`config.mk`:
```
export PLATFORM = sky130hd
export DESIGN_NAME = cpu_bus_tracer
export DESIGN_NICKNAME = d
export VERILOG_FILES = /design/src/rtl/tracer_pkg.sv /design/src/rtl/trace_fifo.sv /design/src/rtl/cpu_bus_tracer.sv
export SDC_FILE = /design/constraint.sdc
export NUM_CORES = 1
export LEC_CHECK = 0
export CAP_MARGIN = 10
export CORE_MARGIN = 2
export CORE_UTILIZATION = 58
export DETAILED_ROUTE_END_ITERATION = 10
export PLACE_DENSITY = 0.81
export SLEW_MARGIN = 20
export SYNTH_ARGS = -nofsm -noshare
export SYNTH_HDL_FRONTEND = slang
export SYNTH_SLANG_ARGS = --single-unit
```
`constraint.sdc`:
```
create_clock -name clk -period 5.3 [get_ports clk]
set_input_delay 1.325 -clock clk [delete_from_list [all_inputs] [get_ports clk]]
set_output_delay 1.325 -clock clk [all_outputs]
set_load 0.05 [all_outputs]
```
`src/rtl/tracer_pkg.sv`:
```
// tracer_pkg: shared types, record layout and ASCII helpers for the bus tracer
package tracer_pkg;
  typedef enum logic [1:0] {IDLE, LOAD, EMIT, WAIT} state_t;
  localparam int REC_W = 26;
  localparam int DB_LSB = 0;
  localparam int AB_LSB = 8;
  localparam int SYNC_BIT = 24;
  localparam int RW_BIT = 25;
  localparam logic [7:0] ZERO = 8'h30;
  localparam logic [7:0] A = 8'h41;
  localparam logic [7:0] S = 8'h53;
  localparam logic [7:0] R = 8'h52;
  localparam logic [7:0] W = 8'h57;
  localparam logic [7:0] SP = 8'h20;
  function automatic logic [7:0] nibble_to_ascii(input logic [3:0] n);
    return n < 4'd10 ? ZERO + {4'h0, n} : A + {4'h0, n} - 8'd10;
  endfunction
endpackage

```
`src/rtl/trace_fifo.sv`:
```
// trace_fifo: synchronous FIFO with concurrent push/pop and registered occupancy
module trace_fifo #(
  parameter int WIDTH = 26,
  parameter int DEPTH = 16,
  localparam int AW = $clog2(DEPTH)
) (
  input  logic             clk,
  input  logic             rst_L,
  input  logic             push,
  input  logic             pop,
  input  logic [WIDTH-1:0] wdata,
  output logic [WIDTH-1:0] rdata,
  output logic             full,
  output logic             empty,
  output logic [AW:0]      count
);
  logic [WIDTH-1:0] mem [DEPTH];
  logic [AW-1:0] wp, rp;
  logic do_push, do_pop;
  assign do_pop = pop & ~empty;
  assign do_push = push & (~full | do_pop);
  assign full = count == (AW+1)'(DEPTH);
  assign empty = count == '0;
  assign rdata = mem[rp];
  // pointers wrap naturally at DEPTH; count tracks net push/pop
  always_ff @(posedge clk)
    if (!rst_L) begin
      wp <= '0;
      rp <= '0;
      count <= '0;
    end else begin
      if (do_push) wp <= wp + 1'b1;
      if (do_pop) rp <= rp + 1'b1;
      count <= count + (AW+1)'(do_push) - (AW+1)'(do_pop);
    end
  // storage array, written only on an accepted push
  always_ff @(posedge clk)
    if (do_push) mem[wp] <= wdata;
endmodule

```
`src/rtl/cpu_bus_tracer.sv`:
```
// cpu_bus_tracer: records 6502 bus cycles into a FIFO and dumps them as ASCII hex to the LCD writer
module cpu_bus_tracer
  import tracer_pkg::*;
#(
  parameter int DEPTH = 16,
  parameter int ADDR_W = 4
) (
  input  logic              clk,
  input  logic              rst_L,
  input  logic              phi2_in,
  input  logic [15:0]       extAB,
  input  logic [7:0]        extDB,
  input  logic              RW,
  input  logic              SYNC,
  input  logic              capture_en,
  input  logic              sync_only,
  input  logic              dump_req,
  input  logic              initDone,
  input  logic              writeDone,
  output logic [7:0]        data,
  output logic              writeStart,
  output logic              busy,
  output logic              full,
  output logic              empty,
  output logic [ADDR_W:0]   count,
  output logic              overflow
);
  state_t state;
  logic sync1, sync2, sync3, rw_q, sync_q;
  logic [15:0] ab_q;
  logic [7:0] db_q;
  logic fall, push, pop, start;
  logic [REC_W-1:0] rec, hold;
  logic [ADDR_W:0] n;
  logic [2:0] k;
  logic [3:0] an, dn;
  logic [7:0] ch;
  assign fall = ~sync2 & sync3;
  assign push = fall & capture_en & (~sync_only | sync_q);
  assign pop = (state == LOAD);
  assign start = (state == IDLE) & dump_req & initDone & ~empty;
  trace_fifo #(.WIDTH(REC_W), .DEPTH(DEPTH)) fifo (
    .clk, .rst_L, .push, .pop,
    .wdata({rw_q, sync_q, ab_q, db_q}),
    .rdata(rec), .full, .empty, .count
  );
  // synchronise phi2 and register the bus so the sampled record is one clk old
  always_ff @(posedge clk)
    if (!rst_L) begin
      {sync1, sync2, sync3} <= '0;
      {rw_q, sync_q, ab_q, db_q} <= '0;
    end else begin
      {sync1, sync2, sync3} <= {phi2_in, sync1, sync2};
      {rw_q, sync_q, ab_q, db_q} <= {RW, SYNC, extAB, extDB};
    end
  // sticky drop flag, cleared only when a dump starts
  always_ff @(posedge clk)
    if (!rst_L) overflow <= 1'b0;
    else overflow <= (overflow & ~start) | (push & full & ~pop);
  // character k of the held record
  always_comb begin
    an = k[1:0] == 2'd0 ? hold[AB_LSB+12+:4] : k[1:0] == 2'd1 ? hold[AB_LSB+8+:4] :
         k[1:0] == 2'd2 ? hold[AB_LSB+4+:4] : hold[AB_LSB+:4];
    dn = k[0] ? hold[DB_LSB+:4] : hold[DB_LSB+4+:4];
    ch = k == 3'd7 ? SP : k == 3'd6 ? (hold[SYNC_BIT] ? S : hold[RW_BIT] ? R : W) :
         nibble_to_ascii(k[2] ? dn : an);
  end
  // dump sequencer: snapshot count, then emit 8 chars per record with writeStart/writeDone
  always_ff @(posedge clk)
    if (!rst_L) begin
      state <= IDLE;
      busy <= 1'b0;
      writeStart <= 1'b0;
      data <= SP;
      n <= '0;
      k <= '0;
      hold <= '0;
    end else begin
      writeStart <= (state == EMIT);
      case (state)
        IDLE: if (start) begin
          n <= count;
          busy <= 1'b1;
          state <= LOAD;
        end
        LOAD: begin
          hold <= rec;
          k <= '0;
          state <= EMIT;
        end
        EMIT: begin
          data <= ch;
          state <= WAIT;
        end
        WAIT: if (writeDone) begin
          k <= k + 3'd1;
          if (k != 3'd7) state <= EMIT;
          else begin
            n <= n - (ADDR_W+1)'(1);
            busy <= n != (ADDR_W+1)'(1);
            state <= n == (ADDR_W+1)'(1) ? IDLE : LOAD;
          end
        end
        default: state <= IDLE;
      endcase
    end
endmodule

```
* Word-level counts from Yosys, hierarchy flattened
Memory sizes are Yosys's and may differ from the RTL's. A register that Yosys moved wholly into a read port is not among the register bits.
Index checks and enable logic that the tools add are counted.
** Operators by class
- Bitwise operators :: 20
- Multiplexer cells :: 27
- Reduce and logical (&&, ||, !) cells :: 9
- Order comparisons :: 1
- $add $sub $neg :: 9
- Equal/unequal tests :: 14
** Operator list (count)
- two-way mux 8 bit :: 3
- two-way mux 4 bit :: 5
- two-way mux 5 bit :: 3
- AND 1 bit :: 11
- one-hot mux 5 bit (2 select lines) :: 1
- two-way mux 3 bit :: 3
- adder 4 x 1 -> 4 bit, second input constant :: 2
- adder 7 x 4 -> 8 bit, first input constant :: 1
- one-hot mux 2 bit (4 select lines) :: 1
- subtractor 8 x 4 -> 8 bit, second input constant :: 1
- adder 6 x 4 -> 7 bit, first input constant :: 1
- == test 2 bit, second input constant :: 3
- == test 3 bit, second input constant :: 2
- two-way mux 1 bit :: 6
- two-way mux 2 bit :: 3
- != test 2 bit, second input constant :: 3
- NOT 1 bit :: 6
- one-hot mux 3 bit (2 select lines) :: 1
- adder 5 x 1 -> 5 bit :: 1
- == test 5 x 1 -> 1 bit, second input constant :: 1
- == test 5 bit, second input constant :: 1
- logical NOT 5 bit :: 1
- != test 5 x 1 -> 1 bit, second input constant :: 1
- subtractor 5 x 1 -> 5 bit :: 1
- other kinds (12) :: 18
** Storage, ports and cells
- Input port bits :: 34
- Output and inout bits :: 18
- RAM bits :: 416
- Memories kept :: 1
- Register bits :: 63
** Memories
- fifo.mem :: words 16, width 26, read ports 1, clocked after Yosys merged registers in 1, wr ports 1, line trace_fifo.sv:17 : logic [WIDTH-1:0] mem [DEPTH];

* Logic depth before layout (Yosys ltp)
Gate-level depths: netlist of run 1.
- Depth in word-level cells :: 10
- Depth in mapped cells :: 14

* By module
A second synthesis of run 1 with hierarchy kept.
** Unflattened totals
- Cell total of the unflattened synthesis :: 1102
- Area, all modules :: 19765.2 um^2
** By module, submodules not included
- trace_fifo :: area an instance 16707.3 um^2, instances 1, sequential area each 12832.3 um^2, cells an instance 749
- cpu_bus_tracer :: area an instance 3057.9 um^2, instances 1, sequential area each 1501.4 um^2, cells an instance 353

* Least setup slack after synthesis of run 1
OpenSTA, ideal clock, no wires.
- Path type :: register to register
- Start :: register fifo.count[2]
- End :: memory fifo.mem[3][0] (enable)
- Path slack :: 0.983 ns
- Cell stages (with the launch flop) :: 7
- Data arrival time :: 3.875 ns
- Period minus slack after synthesis :: 4.317 ns
- Setup time :: 0.442 ns
- Cells stage by stage :: dfxtp_1 > inv_1 > ha_1 > and4bb_1 > a211oi_4 > nand2_1 > nor3_1
** Between the ends
- Elaborated cells on any way between the ends :: 9
- Those cells by class :: eq/ne (1); mux (2); bitwise (5); reduce/logical (1)
** RTL lines
- from (decl) :: line trace_fifo.sv:15 : output logic [AW:0] count
- from (signal assigned) :: line trace_fifo.sv:34 : count <= count + (AW+1)'(do_push) - (AW+1)'(do_pop);
- == test 5 bit :: line trace_fifo.sv:22 : assign full = count == (AW+1)'(DEPTH);
- net full :: line cpu_bus_tracer.sv:23 : output logic full,
- NOT 1 bit :: line trace_fifo.sv:21 : assign do_push = push & (~full | do_pop);
- OR 1 bit :: line trace_fifo.sv:21
- AND 1 bit :: line trace_fifo.sv:21
- two-way mux 1 bit :: line trace_fifo.sv:38 : if (do_push) mem[wp] <= wdata;
- two-way mux 1 bit (implied by the code) :: line trace_fifo.sv:38
- to (decl) :: line trace_fifo.sv:17
The timed path passes the listed nets, and every way through them passes these cells.

* Final worst setup path of run 1
- Start :: register fifo.count[2]
- End :: output port empty
** Between the ends
- Cells in the longest elaborated chain, start to end :: 1
** Ends and longest elaborated chain
- logical NOT 5 bit :: line trace_fifo.sv:23 : assign empty = count == '0;
- to (decl) :: line cpu_bus_tracer.sv:24 : output logic empty,
Every way passes these cells.

==> qor.csv, run 1 <==
stage,metric,value,unit
layout,final_nets,1144,
logic_synthesis,ys_seq_elements,504,
layout,area_growth,13.9,%
logic_synthesis,async_flop_share,0,%
floorplan,num_rows,67,
logic_synthesis,synth_top_family_by_area,multiplexers,
critical_path,r2r_end,fifo.mem[11][17],
logic_synthesis,synth-simple-area-share,4.45,%
clock_network,tritoncts,done,
routing,vias_per_cell,6.12,
timing,slew_violations,0,
floorplan,die-area,35100,um2
global_route,gr-total-overflow,0,
floorplan,ioPinCount,52,
hold_path,hp-class,flop to flop,
pwr,ir_drop,0.371,mV
logic_synthesis,synth_top_area_share,64.2,%
logic_synthesis,syn_area_per_cell,19.0,um2
global_route,antenna_found_initial,3,
placement,dp_hpwl,24300,um
global_route,grt_usage,24.0,%
critical_path,cp.required,3970,ps
timing,worst_pin_slew,1040,ps
clock_network,cts_sinks,504,
logic_synthesis,synthAdderAreaFrac,1.32,%
clock_network,clockRootBuffer,clkbuf_16,
logic_synthesis,synth-compound-area-share,2.92,%
timing,grt_setup_unrepaired,no,
global_route,grt_pass1_wl,61700,um
logic_synthesis,synth_nets,1081,
floorplan,die_h,187,um
critical_path,critPathArrivalTime,2450,ps
routing,dr_total_vias,9672,
routing,route.detailed.drc,0,
layout,drive_above_1_share,21.5,%
logic_synthesis,synthMuxAreaShare,15.4,%
floorplan,fp.coreArea,33300,um2
logic_synthesis,syn_area,19500,um2
timing,timing.final.crit_share,71.2,%
critical_path,startpoint,fifo.count[2],
clock_network,worstSkewPairLatency,560,ps
routing,drt_iter0_markers,1149,
timing,finClkSkew,18.4,ps
logic_synthesis,ys.flop_type,edfxtp_1,
pwr,powerDensity,397,nW/um2
routing,drtAntennaViolNets,0,
global_route,grt_pass1_vias,9928,
timing,tns,0,ps
routing,first_pass_iters,7,
placement,globalplace.congestion,0.808,
job,drv_cap,0,
outcome,outcome,"complete, no violations",
clock_network,h-tree-depth,2,
critical_path,r2r_cells,4,
timing,slew_headroom,30.3,%
floorplan,initial_utilization,58.5,%
timing,fin_crit,3770,ps
critical_path,start_kind,flop,
logic_synthesis,synth.distinct_cells,53,
logic_synthesis,synth_edf_count,416,
hold_path,hold_depth,2,
timing,hold_viol,0,
clock_network,clock_path_buffers,3,
critical_path,crit_type,flop to primary output,
clock_network,ctsResizeCount,0,
layout,diodes,0,
placement,pre_cts_slack,1200,ps
logic_synthesis,yosysTopAreaCell,edfxtp_1,
pwr,p_leak,7.15,nW
global_route,grt_start_max_net_pins,57,
logic_synthesis,synthTopCellsByArea,"edfxtp_1 (64%), mux4_2 (15%), dfxtp_1 (9.0%)",
critical_path,setup.worst_path.end_class,primary output,
logic_synthesis,yosysMostFrequentCell,edfxtp_1,
clock_network,holdBufCountCts,0,
logic_synthesis,ys_top_cells_by_count,"edfxtp_1 (416), mux4_2 (130), dfxtp_1 (88), nand2_1 (57), inv_1 (44)",
critical_path,r2r_slack,2070,ps
clock_network,post_cts_buffers,0,
floorplan,die_x,187,um
timing,fmax,265,MHz
clock_network,cts_buffers,50,
timing,setup_viol,0,
critical_path,path_max_fanout,5,
placement,numPortBuffers,50,
routing,wl_per_cell,26.1,um
logic_synthesis,postSynthCellCount,1027,
layout,n_fill_cell,2098,
critical_path,worstReg2RegStart,sync_q,
timing,final.setup.worst_slack,1530,ps
logic_synthesis,synth-xor-area-share,0.405,%
logic_synthesis,yosysWarnings,0,
critical_path,setup.worst_path.end,empty,
logic_synthesis,ys_seq_area_share,73.2,%
routing,routed_wirelength,41300,um
clock_network,clk_pin_slew_worst_paths,60,ps
[per-layer routing]
metal	wire length (um)	vias to the layer above	track usage [%]
met3	3980	77	6.29
met1	16100	4956	33.1
met2	20200	469	38.5
met5	18	-	0
li1	-	4168	-
met4	963	2	6.87
[worst min path at each step]
stage	startpoint	slack (ps)	endpoint
5_1_grt	hold[1]	460	hold[1]
6_report	hold[1]	440	hold[1]
4_1_cts	hold[1]	450	hold[1]
3_5_place_dp	sync1	430	sync2
3_3_place_gp	sync1	430	sync2
2_1_floorplan	sync1	410	sync2
[flip-flops by register name (all words and copies together) (netlist names), 2 cells and up]
register / count
ab_q: 16
fifo.mem: 416
n: 5
fifo.count: 5
data: 7
hold: 26
fifo.rp: 4
fifo.wp: 4
state: 2
db_q: 8
k: 3
[where the power goes]
group | internal, mW | total [mW] | switching [mW]
clock | 2.13 | 3.58 | 1.46
combinational | 0.355 | 0.743 | 0.388
sequential | 4.34 | 4.47 | 0.131
total | 6.82 | 8.80 | 1.98
[critical path, stage by stage, from the launching register on]
cell and delay, ps:
dfxtp_1 340, inv_1 90, ha_1 160, nor4b_2 410, clkdlybuf4s50_1 900
[area by class of cell]
| class | count | area, um2 | share of cell area (%) |
|---|---|---|---|
| repair buffers | 61 | 591 | 2.66 |
| well taps | 448 | 561 | 2.53 |
| multi-input cells | 428 | 4900 | 22.1 |
| inverters | 45 | 169 | 0.762 |
| clock inverters | 19 | 224 | 1.01 |
| clock buffers | 75 | 1480 | 6.66 |
| flip-flops and latches | 504 | 14300 | 64.3 |
[metrics by stage]
stage	util [%]	instance area [um2]	instances	power, mW	hold WS (ps)
2_1_floorplan	-	19500	1027	5.07	412
3_3_place_gp	61.5	20500	1486	5.28	428
3_5_place_dp	61.5	20500	1486	5.30	429
4_1_cts	66.6	22200	1580	8.84	446
5_1_grt	66.6	22200	1580	9.04	456
6_report	66.6	22200	1580	8.80	443
[logic make-up after synthesis]
kind of cell | count (synthesis)
and+or+nand+nor | 169
DFF | 504
xor gates and xnor gates | 9
buffers and inverters | 95
adders and majority gates | 20
AOI/OAI and AO/OA | 91
muxes | 138
other | 1
[cell usage in the layout, fill, tap and decap left out, types with 4 or more instances in the layout]
master,n
nor4b_1,4
a21oi_1,13
edfxtp_1,416
nor3_2,4
ha_1,19
dfxtp_1,85
nand2_1,57
nand3_1,6
bufinv_16,4
nor3_1,4
and2_1,41
nor2_4,12
clkinv_2,8
inv_1,44
mux4_2,130
o21ai_1,35
buf_4,10
nand2b_1,6
clkdlybuf4s50_1,49
xnor2_1,6
mux2i_1,8
clkbuf_1,13
clkbuf_16,51
nor2_1,13
nor2b_1,9
clkbuf_8,11
o21ai_0,11
No activity file was read; power rests on OpenSTA's default activity.
==> run 2: changes to the inputs <==
clock period = 3.6 ns   (was 5.3 ns; I/O delays follow)
==> run 2 against run 1 <==
Effect of this change:
- count of clock-buffer cells in the layout down 9
- sequential cell count unchanged
- die area is the same
- sequential power grew 47%
- utilization rose by 0.85 points
- routed wire length is 0.48% higher
- worst setup slack lost 1200 ps
- power is 46% higher
- clock power rose by 44%
- critical path type unchanged
- critical endpoint unchanged
==> qor.csv, run 2 (synthesized netlist as in run 1, its figures left out) <==
stage,metric,value,unit,change
routing,vias_per_cell,6.13,,was 6.12
routing,route.detailed.drc,0,,unchanged
layout,final_nets,1168,,was 1144
routing,routed_wirelength,41500,um,was 41300 um
floorplan,die_h,187,um,unchanged
layout,n_fill_cell,2102,,was 2098
critical_path,crit_buf_inv,2,,unchanged
hold_path,min_to,sync2,,was hold[1]
layout,final_cell_mix,"edfxtp_1 (416), mux4_2 (130), dfxtp_1 (85), nand2_1 (57), clkbuf_16 (50)",,"was edfxtp_1 (416), mux4_2 (130), dfxtp_1 (85), nand2_1 (57), clkbuf_16 (51)"
floorplan,fp.coreArea,33300,um2,unchanged
critical_path,worstReg2RegStart,state[0],,was sync_q
clock_network,post_cts_buffers,0,,unchanged
clock_network,clockRootBuffer,clkbuf_16,,unchanged
clock_network,tritoncts,done,,unchanged
routing,first_pass_iters,6,,was 7
hold_path,hold_depth,1,,was 2
critical_path,slowest_delay,890,ps,was 900 ps
routing,wl_per_cell,25.9,um,was 26.1 um
placement,globalplace.congestion,0.801,,was 0.808
critical_path,start_kind,flop,,unchanged
global_route,grt_pass1_vias,10100,,was 9928
hold_path,hold_start,sync1,,was hold[1]
pwr,ir_drop,0.480,mV,was 0.371 mV
outcome,outcome,"complete, no violations",,unchanged
critical_path,critPathTopFamily,buffers and inverters,,unchanged
layout,instances_no_fill,1603,,was 1580
pwr,p_switching,2.86,mW,was 1.98 mW
timing,hold_ws,434,ps,was 443 ps
hold_path,hp-class,flop to flop,,unchanged
clock_network,worstSkewPairLatency,570,ps,was 560 ps
pwr,internal_power,9.95,mW,was 6.82 mW
placement,dp_hpwl,24100,um,was 24300 um
critical_path,setup.worst_path.end_class,primary output,,unchanged
pwr,combPwrFrac,8.6,%,was 8.4%
timing,slew_violations,0,,unchanged
clock_network,cts_sinks,504,,unchanged
timing,worst_pin_slew,1020,ps,was 1040 ps
timing,finClkSkew,27.7,ps,was 18.4 ps
layout,area_growth,15.4,%,was 13.9%
global_route,gr-total-overflow,0,,unchanged
layout,top_register,fifo.mem,,unchanged
routing,drtAntennaViolNets,0,,unchanged
layout,layout_commonest_cell,edfxtp_1,,unchanged
critical_path,startpoint,fifo.count[2],,unchanged
floorplan,die_x,187,um,unchanged
timing,setup_viol,0,,unchanged
pwr,powerDensity,570,nW/um2,was 397 nW/um2
global_route,grt_pass1_wl,62900,um,was 61700 um
floorplan,die-area,35100,um2,unchanged
timing,tns,0,ps,unchanged
layout,diodes,0,,unchanged
clock_network,h-tree-depth,2,,unchanged
clock_network,cts_buffers,49,,was 50
placement,numPortBuffers,50,,unchanged
pwr,p_leak,7.25,nW,was 7.15 nW
timing,fmax,309,MHz,
critical_path,r2r_cells,12,,was 4
placement,dp_cells,1511,,was 1486
critical_path,r2r_slack,710,ps,was 2070 ps
layout,largest_reg_flops,416,,unchanged
timing,hold_viol,0,,unchanged
placement,pre_cts_slack,458,ps,was 1200 ps
job,drv_cap,0,,unchanged
pwr,p_sw_share,22.3,%,was 22.5%
routing,drt_iter0_markers,983,,was 1149
floorplan,ioPinCount,52,,unchanged
clock_network,holdBufCountCts,0,,unchanged
clock_network,clock_path_buffers,3,,unchanged
timing,timing.final.crit_share,89.8,%,
floorplan,initial_utilization,58.5,%,unchanged
timing,slew_headroom,31.6,%,was 30.3%
critical_path,r2r_end,fifo.count[4],,was fifo.mem[11][17]
global_route,antenna_found_initial,1,,was 3
critical_path,path_max_fanout,5,,unchanged
critical_path,critPathArrivalTime,2330,ps,was 2450 ps
pwr,clock_power_share,40.1,%,was 40.7%
global_route,grt_usage,24.4,%,was 24.0%
global_route,grt_start_max_net_pins,57,,unchanged
timing,grt_setup_unrepaired,no,,unchanged
clock_network,ctsResizeCount,0,,unchanged
timing,final.setup.worst_slack,366,ps,was 1530 ps
floorplan,num_rows,67,,unchanged
timing,fin_crit,3230,ps,
routing,dr_total_vias,9828,,was 9672
clock_network,clk_pin_slew_worst_paths,60,ps,about the same
critical_path,cpMaxStageDelayCell,clkdlybuf4s50_1,,unchanged
critical_path,cp.required,2700,ps,was 3970 ps
pwr,pwr-share-seq,51.3,%,was 50.8%
critical_path,crit_type,flop to primary output,,unchanged
critical_path,cp_cell_sequence,inv_1 -> ha_1 -> nor4b_4 -> clkdlybuf4s50_1,,was inv_1 -> ha_1 -> nor4b_2 -> clkdlybuf4s50_1
layout,drive_above_1_share,22.3,%,was 21.5%
run 2: worst max-delay path by stage:
stage / endpoint / depth (start not counted) / slack (ps)
2_1_floorplan: fifo.mem[7][0] / 6 / -30
3_3_place_gp: fifo.count[4] / 11 / 510
3_5_place_dp: fifo.mem[1][12] / 7 / 460
4_1_cts: empty / 4 / 340
5_1_grt: empty / 4 / 260
6_report: empty / 4 / 370
run 2: per-stage QoR:
step / utilization [%] / cell area [um2] / total power, mW
2_1_floorplan: - / 19500 / 7.47
3_3_place_gp: 62.6 / 20800 / 7.77
3_5_place_dp: 62.6 / 20800 / 7.79
4_1_cts: 67.5 / 22500 / 12.9
5_1_grt: 67.5 / 22500 / 13.2
6_report: 67.5 / 22500 / 12.8
run 2: final cells by class:
| type | count | area [um2] | area share (%) |
|---|---|---|---|
| Clock buffer | 66 | 1320 | 5.88 |
| Clock inverter | 26 | 298 | 1.33 |
| Sequential cell | 504 | 14300 | 63.5 |
| Timing Repair Buffer | 86 | 916 | 4.08 |
| Inverter | 45 | 169 | 0.752 |
| Multi-Input combinational cell | 428 | 4940 | 22.0 |
| Tap cell | 448 | 561 | 2.50 |
run 2: worst register-to-register path, cell delays in order (launching register included):
cell      delay [ps]
dfxtp_1          660
nand2b_1         240
nor2_1           400
ha_1             310
inv_1             50
ha_1             150
inv_1             60
fa_1             430
inv_1             80
a21oi_1           60
nor2_1           110
o21ai_0           80
and3_1           170
run 2: power by group through the flow:
stage	logic, mW	clock network, mW	registers [mW]
floorplan	0.805	0	6.67
global placement	1.09	0	6.68
detailed placement	1.10	0	6.69
CTS	1.11	5.21	6.57
global route	1.19	5.43	6.59
finish	1.10	5.14	6.57
run 2: metal layers:
metal / up-vias / GRT usage [%] / wire length (um)
met3: 92 / 4.11 / 3200
met4: 0 / 8.67 / 1280
met5: - / 0 / 0
li1: 4225 / - / -
met2: 464 / 39.9 / 20600
met1: 5047 / 33.8 / 16500
